`config.mk`:
```
export PLATFORM = sky130hd
export DESIGN_NAME = vrased_guard
export DESIGN_NICKNAME = d
export VERILOG_FILES = /design/src/rtl/vrased_guard.sv
export SDC_FILE = /design/constraint.sdc
export NUM_CORES = 1
export LEC_CHECK = 0
export BUFFER_PORTS_ARGS = -buffer_cell sky130_fd_sc_hd__buf_2
export CORE_ASPECT_RATIO = 0.7
export CORE_MARGIN = 2
export CORE_UTILIZATION = 45
export DETAILED_ROUTE_END_ITERATION = 10
export GPL_ROUTABILITY_DRIVEN = 0
export PLACE_DENSITY_LB_ADDON = 0.25
export SETUP_SLACK_MARGIN = 0.3
export SYNTH_ARGS = -nofsm -noshare
export SYNTH_HDL_FRONTEND = slang
export SYNTH_HIERARCHICAL = 1
export SYNTH_SLANG_ARGS = --single-unit
```
`constraint.sdc`:
```
create_clock -name clk -period 2.2 [get_ports clk]
set_input_delay 0.22 -clock clk [delete_from_list [all_inputs] [get_ports clk]]
set_output_delay 0.22 -clock clk [all_outputs]
set_load 0.05 [all_outputs]
```
`src/rtl/vrased_guard.sv`:
```
// VRASED-style security monitor: atomic SMEM entry/exit, irq/DMA exclusion in
// SMEM, and CPU/DMA access control over NREG protected regions, driving a held core reset.

module vrased_guard_lane #(
    parameter logic [15:0] BASE     = 16'h0000,
    parameter logic [15:0] SIZE     = 16'h0000,
    parameter bit          CPU_PROT = 1'b1,
    parameter bit          DMA_PROT = 1'b1
) (
    input  logic [15:0] data_addr,
    input  logic [15:0] dma_addr,
    input  logic        cpu_req,
    input  logic        dma_en,
    input  logic        pc_ok,
    output logic        cpu_viol,
    output logic        dma_viol
);
    // 17-bit end so a region touching 16'hFFFF neither wraps nor truncates; size 0 never hits
    localparam logic [16:0] END = {1'b0, BASE} + {1'b0, SIZE};

    logic cpu_hit, dma_hit;

    assign cpu_hit  = ({1'b0, data_addr} >= {1'b0, BASE}) && ({1'b0, data_addr} < END);
    assign dma_hit  = ({1'b0, dma_addr}  >= {1'b0, BASE}) && ({1'b0, dma_addr}  < END);
    assign cpu_viol = CPU_PROT && cpu_req && cpu_hit && !pc_ok;
    assign dma_viol = DMA_PROT && dma_en && dma_hit;
endmodule

module vrased_guard #(
    parameter int                   NREG          = 4,
    parameter logic [NREG*16-1:0]   REG_BASE      = {16'h6A00, 16'h0400, 16'hFFC0, 16'h0230},
    parameter logic [NREG*16-1:0]   REG_SIZE      = {16'h0020, 16'h0C00, 16'h0020, 16'h0020},
    parameter logic [NREG-1:0]      REG_CPU_PROT  = '1,
    parameter logic [NREG-1:0]      REG_DMA_PROT  = '1,
    parameter logic [15:0]          SMEM_BASE     = 16'hA000,
    parameter logic [15:0]          SMEM_SIZE     = 16'h4000,
    parameter logic [15:0]          RESET_HANDLER = 16'h0000,
    parameter int                   RST_HOLD      = 4
) (
    input  logic                 clk,
    input  logic                 reset_n,
    input  logic [15:0]          pc,
    input  logic                 data_en,
    input  logic                 data_wr,
    input  logic [15:0]          data_addr,
    input  logic                 dma_en,
    input  logic [15:0]          dma_addr,
    input  logic                 irq,
    output logic                 reset,
    output logic [NREG*2+3:0]    viol_cause,
    output logic [7:0]           viol_count
);
    localparam int          CW        = NREG*2 + 4;
    localparam logic [16:0] SMEM_END  = {1'b0, SMEM_BASE} + {1'b0, SMEM_SIZE};
    localparam logic [15:0] SMEM_LAST = 16'(SMEM_END - 17'd2);
    localparam logic [3:0]  HOLD_INIT = 4'(RST_HOLD - 1);

    typedef enum logic [1:0] {OUT, IN, KILL} state_t;

    state_t          state, state_n;
    logic [3:0]      hold_cnt;
    logic [15:0]     prev_pc;
    logic            pc_in_smem, pc_ok, viol;
    logic [NREG-1:0] cpu_viol, dma_viol;
    logic [CW-1:0]   terms;

    assign pc_in_smem = ({1'b0, pc} >= {1'b0, SMEM_BASE}) && ({1'b0, pc} < SMEM_END);
    // The legal entry cycle already counts as trusted for region accesses
    assign pc_ok = (state == IN) || (state == OUT && pc == SMEM_BASE);

    for (genvar i = 0; i < NREG; i++) begin : g_lane
        vrased_guard_lane #(
            .BASE     (REG_BASE[16*i +: 16]),
            .SIZE     (REG_SIZE[16*i +: 16]),
            .CPU_PROT (REG_CPU_PROT[i]),
            .DMA_PROT (REG_DMA_PROT[i])
        ) u_lane (
            .data_addr (data_addr),
            .dma_addr  (dma_addr),
            .cpu_req   (data_en | data_wr),
            .dma_en    (dma_en),
            .pc_ok     (pc_ok),
            .cpu_viol  (cpu_viol[i]),
            .dma_viol  (dma_viol[i])
        );
    end

    always_comb begin
        terms    = '0;
        terms[0] = (state == OUT) && pc_in_smem && (pc != SMEM_BASE);
        terms[1] = (state == IN) && !pc_in_smem && (prev_pc != SMEM_LAST);
        terms[2] = (state == IN) && irq;
        terms[3] = (state == IN) && dma_en;
        terms[4 +: NREG]      = cpu_viol;
        terms[4+NREG +: NREG] = dma_viol;
        // Everything is ignored while the core is held in reset
        if (state == KILL) terms = '0;
    end

    assign viol = |terms;

    always_comb begin
        state_n = state;
        case (state)
            OUT:  if (viol) state_n = KILL;
                  else if (pc == SMEM_BASE) state_n = IN;
            IN:   if (viol) state_n = KILL;
                  else if (!pc_in_smem && prev_pc == SMEM_LAST) state_n = OUT;
            KILL: if (hold_cnt == 4'd0 && pc == RESET_HANDLER) state_n = OUT;
            default: state_n = KILL;
        endcase
    end

    always_ff @(posedge clk or negedge reset_n) begin
        if (!reset_n) begin
            state      <= KILL;
            hold_cnt   <= 4'd0;
            reset      <= 1'b1;
            prev_pc    <= 16'h0000;
            viol_cause <= '0;
            viol_count <= 8'h00;
        end else begin
            state   <= state_n;
            reset   <= (state_n == KILL);
            prev_pc <= pc;
            if (viol) begin
                hold_cnt   <= HOLD_INIT;
                viol_cause <= terms;
                if (viol_count != 8'hFF) viol_count <= viol_count + 8'd1;
            end else if (state == KILL && hold_cnt != 4'd0) begin
                hold_cnt <= hold_cnt - 4'd1;
            end
        end
    end
endmodule

```
Yosys cells after proc, flatten, opt, wreduce, memory -nomap -nowiden --
Cells that the tools add are included.
Operators by class: $add $sub $neg 2, order comparisons 18, equality and inequality tests 8, multiplexer cells 9, bitwise operators 1, reductions and logical operators 41
Operator list (count):
- greater-or-equal comparator 16 bit, second input constant | 3
- less-than comparator 16 bit, second input constant | 3
- equality test 16 bit, second input constant | 2
- greater-or-equal comparator 16 x 10 -> 1 bit, second input constant | 2
- greater-or-equal comparator 16 x 11 -> 1 bit, second input constant | 2
- greater-or-equal comparator 16 x 15 -> 1 bit, second input constant | 2
- less-than comparator 16 x 10 -> 1 bit, second input constant | 2
- less-than comparator 16 x 13 -> 1 bit, second input constant | 2
- less-than comparator 16 x 15 -> 1 bit, second input constant | 2
- inequality test 16 bit, second input constant | 2
- logical AND 1 bit | 31
- logical NOT 16 bit | 1
- 2-to-1 mux 12 bit | 1
- OR reduction 12 bit | 1
- 2-to-1 mux 2 bit | 5
- adder 8 x 1 -> 8 bit, second input constant | 1
- 2-to-1 mux 4 bit | 2
- inequality test 8 bit, second input constant | 1
- one-hot mux 2 bit (3 select lines) | 1
- equality test 2 bit, second input constant | 2
- logical NOT 4 bit | 1
- nonzero test 4 bit | 1
- subtractor 4 x 1 -> 4 bit, second input constant | 1
- equality test 2 x 1 -> 1 bit, second input constant | 1
- other kinds (6) | 7
Word-level totals: flip-flop bits (word level) 43, output and inout port bits 21

Depth between registers and ports, before layout --
Gate-level depths: netlist of the first run.
word-level depth 10, gate-level depth with buffers 11, gate-level depth less buffers 10

Cells and area by module --
Netlist of the first run, hierarchy kept.
Modules (own cells, without submodules):
- vrased_guard | instances 1, cells an instance 144, area each 1810.5 sq um
- vrased_guard_lane at g_lane[0].u_lane | instances 1, cells an instance 12, area each 112.6 sq um
- vrased_guard_lane at g_lane[3].u_lane | instances 1, cells an instance 9, area each 81.3 sq um
- vrased_guard_lane at g_lane[1].u_lane | instances 1, cells an instance 9, area each 65.1 sq um
- vrased_guard_lane at g_lane[2].u_lane | instances 1, cells an instance 6, area each 42.5 sq um

Least setup slack after synthesis of the first run --
Ideal clock, no wire load.
path kind input-to-reg, start in pc[4], end reg viol_count[7], data arrival time 2.574 ns, required time 2.072 ns, slack -0.502 ns, cell stages on the path 10, buffers on the path 0, cell sequence nor4_2 > nand4_2 > a21oi_1 > nor3b_1 > o2111a_1 > nor4_1 > a31oi_1 > a211oi_4 > a21oi_1 > mux2_1
On the way: longest elaborated chain between the ends 8, elaborated cells between the ends (all ways) 20, classes of those cells 2 x order compare; 2 x eq/ne; 1 x mux; 15 x reduce/logical
Ends and longest elaborated chain:
- start: declaration | line 42 | input logic [15:0] pc,
- equality test 16 bit | line 69 | assign pc_ok = (state == IN) || (state == OUT && pc == SMEM_BASE);
- logical AND 1 bit | line 69
- logical OR 1 bit | line 69
- via pc_ok | line 63 | logic pc_in_smem, pc_ok, viol;
- logical NOT 1 bit | line 25 | assign cpu_viol = CPU_PROT && cpu_req && cpu_hit && !pc_ok;
- logical AND 1 bit | line 25
- via cpu_viol[0] | line 64 | logic [NREG-1:0] cpu_viol, dma_viol;
- 2-to-1 mux 12 bit | line 97 | if (state == KILL) terms = '0;
- OR reduction 12 bit | line 100 | assign viol = |terms;
- AND reduction 2 bit (no line)
- end signal: assignment | line 129 | if (viol_count != 8'hFF) viol_count <= viol_count + 8'd1;
- end: declaration | line 51 | output logic [7:0] viol_count
The timed path passes the listed nets, and every way through them passes these cells. A chain may end at the register's enable or synchronous reset.

Worst setup path after layout of the first run --
start in pc[4], end reg viol_count[2]
Same word-level chain as after synthesis.

==> results of run 1 <==
[per-stage QoR]
stage	utilization [%]	total power, W	std cells
6_report	67.26	0.002258	340
3_5_place_dp	62.68	0.001615	326
3_3_place_gp	62.68	0.001603	326
4_1_cts	67.26	0.002269	340
2_1_floorplan	-	0.001388	180
5_1_grt	67.26	0.002377	340
[state kept, by name (all words and copies together), names as in the netlist]
signal and flops:
hold_cnt 4, prev_pc 16, reset 1, state 2, viol_cause 12, viol_count 8
[worst register-to-register path: stages, from the launching register on]
cell      delay, ns
dfrtp_1        0.37
clkinv_1       0.12
a21oi_4        0.20
nand4b_1       0.21
nor4_4         0.07
nor4_4         0.31
a31oi_2        0.16
a211oi_4       0.24
buf_12         0.15
a21oi_1        0.08
mux2_1         0.33
[routing by layer]
layer	vias to the layer above	global-route usage, %
met2	50	31.34
met3	6	4.692
met5	-	0
li1	903	-
met1	899	28.97
met4	0	5.215
[cell families (layout without fill, tap and decap cells)]
| kind of cell | after synthesis | count (layout) | synth area share [%] |
|---|---|---|---|
| simple gates | 83 | 83 | 27.73 |
| xor+xnor | 6 | 6 | 2.489 |
| buf+inv | 8 | 113 | 1.895 |
| mux | 7 | 7 | 3.673 |
| flops | 43 | 43 | 51.07 |
| compound gates | 30 | 30 | 11.37 |
| fa+ha+maj | 3 | 3 | 1.777 |
[cell type report]
class	instances	share of cell area (%)
inverters	5	0.6300
clock buffers	5	2.310
flip-flops and latches	43	36.20
repair buffers	100	20.58
clock inverters	3	1.596
multi-input cells	129	36.37
well taps	55	2.310
[power by group through the flow]
stage                     registers (W)  logic, W  clock network (W)
after global routing           0.000999  0.000702           0.000675
after CTS                      0.000986  0.000647           0.000637
after floorplan                 0.00114  0.000246                  0
final                          0.000987  0.000641           0.000629
after global placement         0.000996  0.000607                  0
after detailed placement       0.000997  0.000618                  0
[what timing repair did]
item                                   CTS  global route
setup endpoints to repair               27            27
gates resized for setup                  7             0
setup buffers                            5             0
endpoints found under the hold margin   22             0
pin swaps                                4             1
hold buffers                             1             0
[final timing paths]
check	start	endpoint	cells after the start
min	pc[4]	prev_pc[4]	1
max in group asynchronous	reset_n	viol_count[5]	3
min in group asynchronous	reset_n	prev_pc[3]	2
max	pc[4]	viol_count[2]	12
min reg2reg	viol_count[5]	viol_count[5]	1
max reg2reg	state[0]	viol_count[2]	10
[synth_stat cells, types with 4 or more instances]
master     n  area, µm²
dfrtp_1   41       1026
nand4b_1   5      43.79
nor4_2     6      75.07
nor2_1    11      41.29
nand2_1   14      52.55
a22o_1    10      87.58
nand3_1    4      20.02
a21oi_1    9      45.04
nand4_1    9      56.30
mux2_1     6      67.56
inv_1      4      15.01
nor4_1     4      25.02
[cells in the final DEF, fill, tap and decap left out, types with 2 or more instances in the layout]
master | Yosys | final
nor4_1 | 4 | 3
a21oi_1 | 9 | 7
nand3_1 | 4 | 4
buf_6 | 1 | 2
a22o_1 | 10 | 10
dfstp_2 | 2 | 2
dfrtp_1 | 41 | 41
and4bb_2 | 2 | 2
nand2_1 | 14 | 14
nor2_1 | 11 | 11
inv_1 | 4 | 4
buf_2 | 2 | 64
and3b_1 | 3 | 3
xor2_1 | 3 | 3
clkbuf_8 | 0 | 5
mux2_1 | 6 | 5
o22a_1 | 2 | 2
nand4_1 | 9 | 9
or4_1 | 3 | 3
buf_4 | 0 | 32
ha_1 | 3 | 3
and4_1 | 2 | 2
xnor2_1 | 3 | 3
nor4_4 | 0 | 6
nor3b_1 | 3 | 2
nor4bb_1 | 2 | 2
nand4b_1 | 5 | 5
==> impl_metrics.py, run 1 <==
metrics = {
    "run_status": {
        "status": "finished, violations left",
        "violations": "DRC, setup timing",
    },
    "sta": {
        "holdWs_ns": 0.03431,
        "worst_pin_slew_ns": 0.5769,
        "fin_ws_ns": -0.2038,
        "fin_crit_sh_pct": 109.3,
        "hold_viol": 0,
        "fin_crit_ns": 2.404,
        "setup-violations-final": 22,
        "finClkSkew_ns": 0.005838,
        "report.final.slew_viol_count": 0,
        "rsz0062_at_grt": "yes",
        "relSlewSlack_pct": 61.54,
        "tns_ns": -2.730,
        "fmax_ghz": 0.4160,
    },
    "clock_network": {
        "cts.sinks": 43,
        "clockBufferDepth": 2,
        "cts_htree_levels": 2,
        "clock_latency_ns": 0.29,
        "cts_tree": "built",
        "cts-buffers-inserted": 5,
        "clkTransAtPathRegs_ns": 0.09,
        "cts_root_buf": "clkbuf_8",
    },
    "worst_setup_path": {
        "start_kind": "input port",
        "worstPathArrival_ns": 2.58,
        "critPathMaxFanout": 9,
        "cp_slowest_stage_delay_ns": 0.33,
        "required_ns": 2.38,
        "cp_common_cell": "nor4_4",
        "worstSetupPathType": "input port to flop",
        "cp_slowest_cell": "mux2_1",
        "cp_num_buf_inv": 2,
        "cp_top_family": "simple AND/OR/NAND/NOR gates",
        "crit_chain": "buf_6 > nor4_4 > nand4_2 > a21oi_4 > nand4b_1 > nor4_4 > nor4_4 > a31oi_2 > a211oi_4 > buf_12 > a21oi_1 > mux2_1",
        "worstSetupEndpointType": "flop",
        "r2r_setup_slack_ns": -0.15,
    },
    "detailed_routing": {
        "routed_wl_um": 4947,
        "via_per_inst": 5.465,
        "vias": 1858,
        "drt_iter0_markers": 125,
        "wl_met2_um": 2216,
        "routedWlPerCell_um": 14.55,
        "drc_errors": 6,
        "dr_wl_met3_um": 280,
        "drt_first_pass_iters": 7,
        "m1WireLength_um": 2406,
        "routed.top_layer": "met4",
        "ant_nets": 0,
    },
    "power": {
        "p_clk_share_pct": 27.9,
        "p_int_w": 0.001485,
        "ir_drop_v": 0.0005364,
        "switching_share_pct": 34.22,
        "p_leak_nw": 1.430,
        "p_seq_share_pct": 43.7,
        "pwr-share-comb_pct": 28.4,
        "p_sw_w": 0.0007725,
        "p_per_area_mw_per_mm2": 757.8,
    },
    "finish": {
        "antenna_cells": 0,
        "drive_above_1_share_pct": 46.67,
        "num-fill-cells": 335,
        "syn_to_final_growth_pct": 41.05,
        "register_area_mm2": 0.001079,
        "final_cell_area_mm2": 0.002979,
        "multi_input_area_mm2": 0.001084,
        "nets": 341,
    },
    "global_routing": {
        "grt.overflow.total": 0,
        "grt_pass1_wl_um": 8217,
        "antenna_found_initial": 0,
        "first_global_vias": 1798,
        "grt_usage_pct": 20.15,
        "grt_max_degree": 27,
    },
    "hold_path": {
        "min_path_type": "input port to flop",
    },
    "synth": {
        "syn_area_per_cell_um2": 11.73,
        "ys_ff_latch": 43,
        "synthesis.nets": 237,
        "yosysUniqueCellTypes": 50,
        "synth-edff-count": 0,
        "yosysWarnings": 6,
        "syn_area_mm2": 0.002112,
        "yosys_most_used_dff": "dfrtp_1",
        "synthCells": 180,
        "yosysSeqAreaShare_pct": 51.07,
        "synth-async-reset-ratio_pct": 100.0,
    },
    "die": {
        "io_pins": 75,
        "num_rows": 20,
        "fp.coreArea_mm2": 0.004429,
        "start_util_pct": 47.68,
        "die-area_mm2": 0.005266,
        "die_w_um": 85.89,
        "die_h_um": 61.32,
    },
    "place": {
        "port_buffers": 66,
        "placed_area_mm2": 0.002776,
        "dpl_worst_slack_ns": -0.5524,
        "hpwl_um": 3848,
    },
    "flow_run": {
        "drv_cap": 0,
    },
}
Note: power is estimated with default switching activity, not from simulation.
==> inputs of run 2 (changes only) <==
--- a/config.mk
+++ b/config.mk
@@ -17,3 +17,4 @@
 export SYNTH_HDL_FRONTEND = slang
 export SYNTH_HIERARCHICAL = 1
 export SYNTH_SLANG_ARGS = --single-unit
+export TNS_END_PERCENT = 10
==> impl_metrics.py, run 2 (synthesized netlist as in run 1, its figures left out) <==
metrics = {
    "run_status": {
        "status": "finished, violations left",
        "violations": "DRC, setup timing",
    },
    "finish": {
        "regMostFlops": "prev_pc",
        "num-fill-cells": 335,
        "largest_reg_flops": 16,
        "antenna_cells": 0,
        "mostFrequentLayoutCell": "buf_2",
        "nets": 341,
        "drive_above_1_share_pct": 47.02,
        "final_cell_area_mm2": 0.002958,
        "top_regs": "prev_pc: 16 flops, viol_cause: 12 flops, viol_count: 8 flops",
        "mostFrequentLayoutCells": "66 x buf_2, 41 x dfrtp_1, 32 x buf_4, 14 x nand2_1, 11 x nor2_1",
        "syn_to_final_growth_pct": 40.05,
    },
    "die": {
        "io_pins": 75,
        "start_util_pct": 47.68,
        "die_w_um": 85.89,
        "die-area_mm2": 0.005266,
        "fp.coreArea_mm2": 0.004429,
        "num_rows": 20,
        "die_h_um": 61.32,
    },
    "sta": {
        "hold_viol": 0,
        "report.final.slew_viol_count": 0,
        "relSlewSlack_pct": 62.49,
        "fin_crit_ns": 2.389,
        "worst_pin_slew_ns": 0.5575,
        "setup-violations-final": 23,
        "fin_ws_ns": -0.1887,
        "fin_crit_sh_pct": 108.6,
        "rsz0062_at_grt": "yes",
        "finClkSkew_ns": 0.002721,
        "fmax_ghz": 0.4186,
    },
    "detailed_routing": {
        "routedWlPerCell_um": 15.13,
        "via_per_inst": 5.394,
        "vias": 1834,
        "drt_first_pass_iters": 7,
        "routed_wl_um": 5145,
        "drc_errors": 5,
        "drt_iter0_markers": 114,
        "ant_nets": 0,
    },
    "hold_path": {
        "min-delay-start": "pc[4]",
        "min_path_cells": 1,
        "worstHoldEndpoint": "prev_pc[4]",
        "min_path_type": "input port to flop",
    },
    "global_routing": {
        "antenna_found_initial": 0,
        "grt.overflow.total": 0,
        "first_global_vias": 1854,
        "grt_pass1_wl_um": 8562,
        "grt_max_degree": 24,
        "grt_usage_pct": 21.16,
    },
    "worst_setup_path": {
        "required_ns": 2.38,
        "reg2reg_to": "viol_count[7]",
        "critPathMaxFanout": 9,
        "worstPathArrival_ns": 2.57,
        "reg2reg_depth": 9,
        "worstSetupPathType": "input port to flop",
        "startpoint": "pc[1]",
        "start_kind": "input port",
        "r2r_setup_slack_ns": -0.15,
        "worstSetupEndpointType": "flop",
        "regToRegStartpoint": "state[1]",
    },
    "place": {
        "hpwl_um": 3931,
        "port_buffers": 66,
        "placed_area_mm2": 0.002790,
        "dpl_worst_slack_ns": -0.5442,
    },
    "power": {
        "p_int_w": 0.001486,
        "switching_share_pct": 34.02,
        "p_sw_w": 0.0007660,
        "p_seq_share_pct": 43.7,
        "p_leak_nw": 1.422,
        "p_per_area_mw_per_mm2": 761.2,
        "pwr-share-comb_pct": 28.6,
        "p_clk_share_pct": 27.7,
        "ir_drop_v": 0.0006784,
    },
    "clock_network": {
        "cts.sinks": 43,
        "cts-buffers-inserted": 5,
        "clock_latency_ns": 0.29,
        "clockBufferDepth": 2,
        "clkTransAtPathRegs_ns": 0.08,
        "cts_tree": "built",
        "cts_root_buf": "clkbuf_8",
        "cts_htree_levels": 2,
    },
    "flow_run": {
        "drv_cap": 0,
    },
}
-- run 2: how the worst max path moves through the flow --
| stage | cells past startpoint | end | slack (ns) |
|---|---|---|---|
| after global placement | 12 | viol_count[4] | -0.48 |
| after detailed placement | 12 | viol_count[7] | -0.54 |
| after global routing | 12 | viol_count[7] | -0.35 |
| final | 12 | viol_count[7] | -0.19 |
| after floorplan | 10 | viol_count[7] | -0.33 |
| after CTS | 12 | viol_count[7] | -0.23 |
-- run 2: power groups by stage --
stage                     logic, W  registers, W  clock network (W)
after global routing      0.000704       0.00100           0.000673
after CTS                 0.000638      0.000982           0.000634
after floorplan           0.000245       0.00114                  0
after global placement    0.000607      0.000998                  0
after detailed placement  0.000620      0.000997                  0
final                     0.000643      0.000984           0.000625
-- run 2: through the flow --
stage / cells / TNS (ns) / power [W] / hold WS (ns) / utilization [%]
floorplan: 180 / -6.192 / 0.001387 / -0.07559 / -
global placement: 329 / -10.43 / 0.001606 / 0.2043 / 62.99
detailed placement: 329 / -11.96 / 0.001618 / 0.2050 / 62.99
CTS: 340 / -3.841 / 0.002255 / 0.06808 / 66.38
global route: 340 / -7.311 / 0.002378 / 0.05454 / 66.78
finish: 340 / -2.919 / 0.002252 / 0.07131 / 66.78
-- run 2: cell type report --
type / instances / area [µm²] / share of cell area [%]
sequential: 43 / 1079 / 36.46
multi-input combinational: 129 / 1075 / 36.34
timing repair buffer: 100 / 600.6 / 20.30
clock buffer: 5 / 68.82 / 2.327
tap: 55 / 68.82 / 2.327
clock inverter: 3 / 47.55 / 1.607
inverter: 5 / 18.77 / 0.6345
-- run 2: worst max-delay path: stages --
cell and delay [ns]:
buf_2 0.12, nor4_4 0.30, nand4_2 0.19, a21oi_4 0.20, nor3b_1 0.08, o2111a_2 0.17, nor4_4 0.33, a31oi_2 0.17
a211oi_4 0.24, buf_12 0.16, a21oi_1 0.07, mux2_1 0.32
-- run 2: what timing repair did --
item | 4_1_cts | 5_1_grt
setup buffers | 2 | 0
hold endpoints to repair | 41 | 0
hold buffers | 1 | 0
endpoints found under the setup margin | 27 | 27
resized for setup | 1 | 5
pin swaps | 4 | 11
-- run 2: per-layer routing --
metal | track usage, % | up-vias | routed length (µm)
li1 | - | 905 | -
met1 | 30.13 | 869 | 2516
met2 | 33.67 | 56 | 2294
met3 | 4.960 | 4 | 301
met4 | 4.762 | 0 | 31
met5 | 0 | - | 0
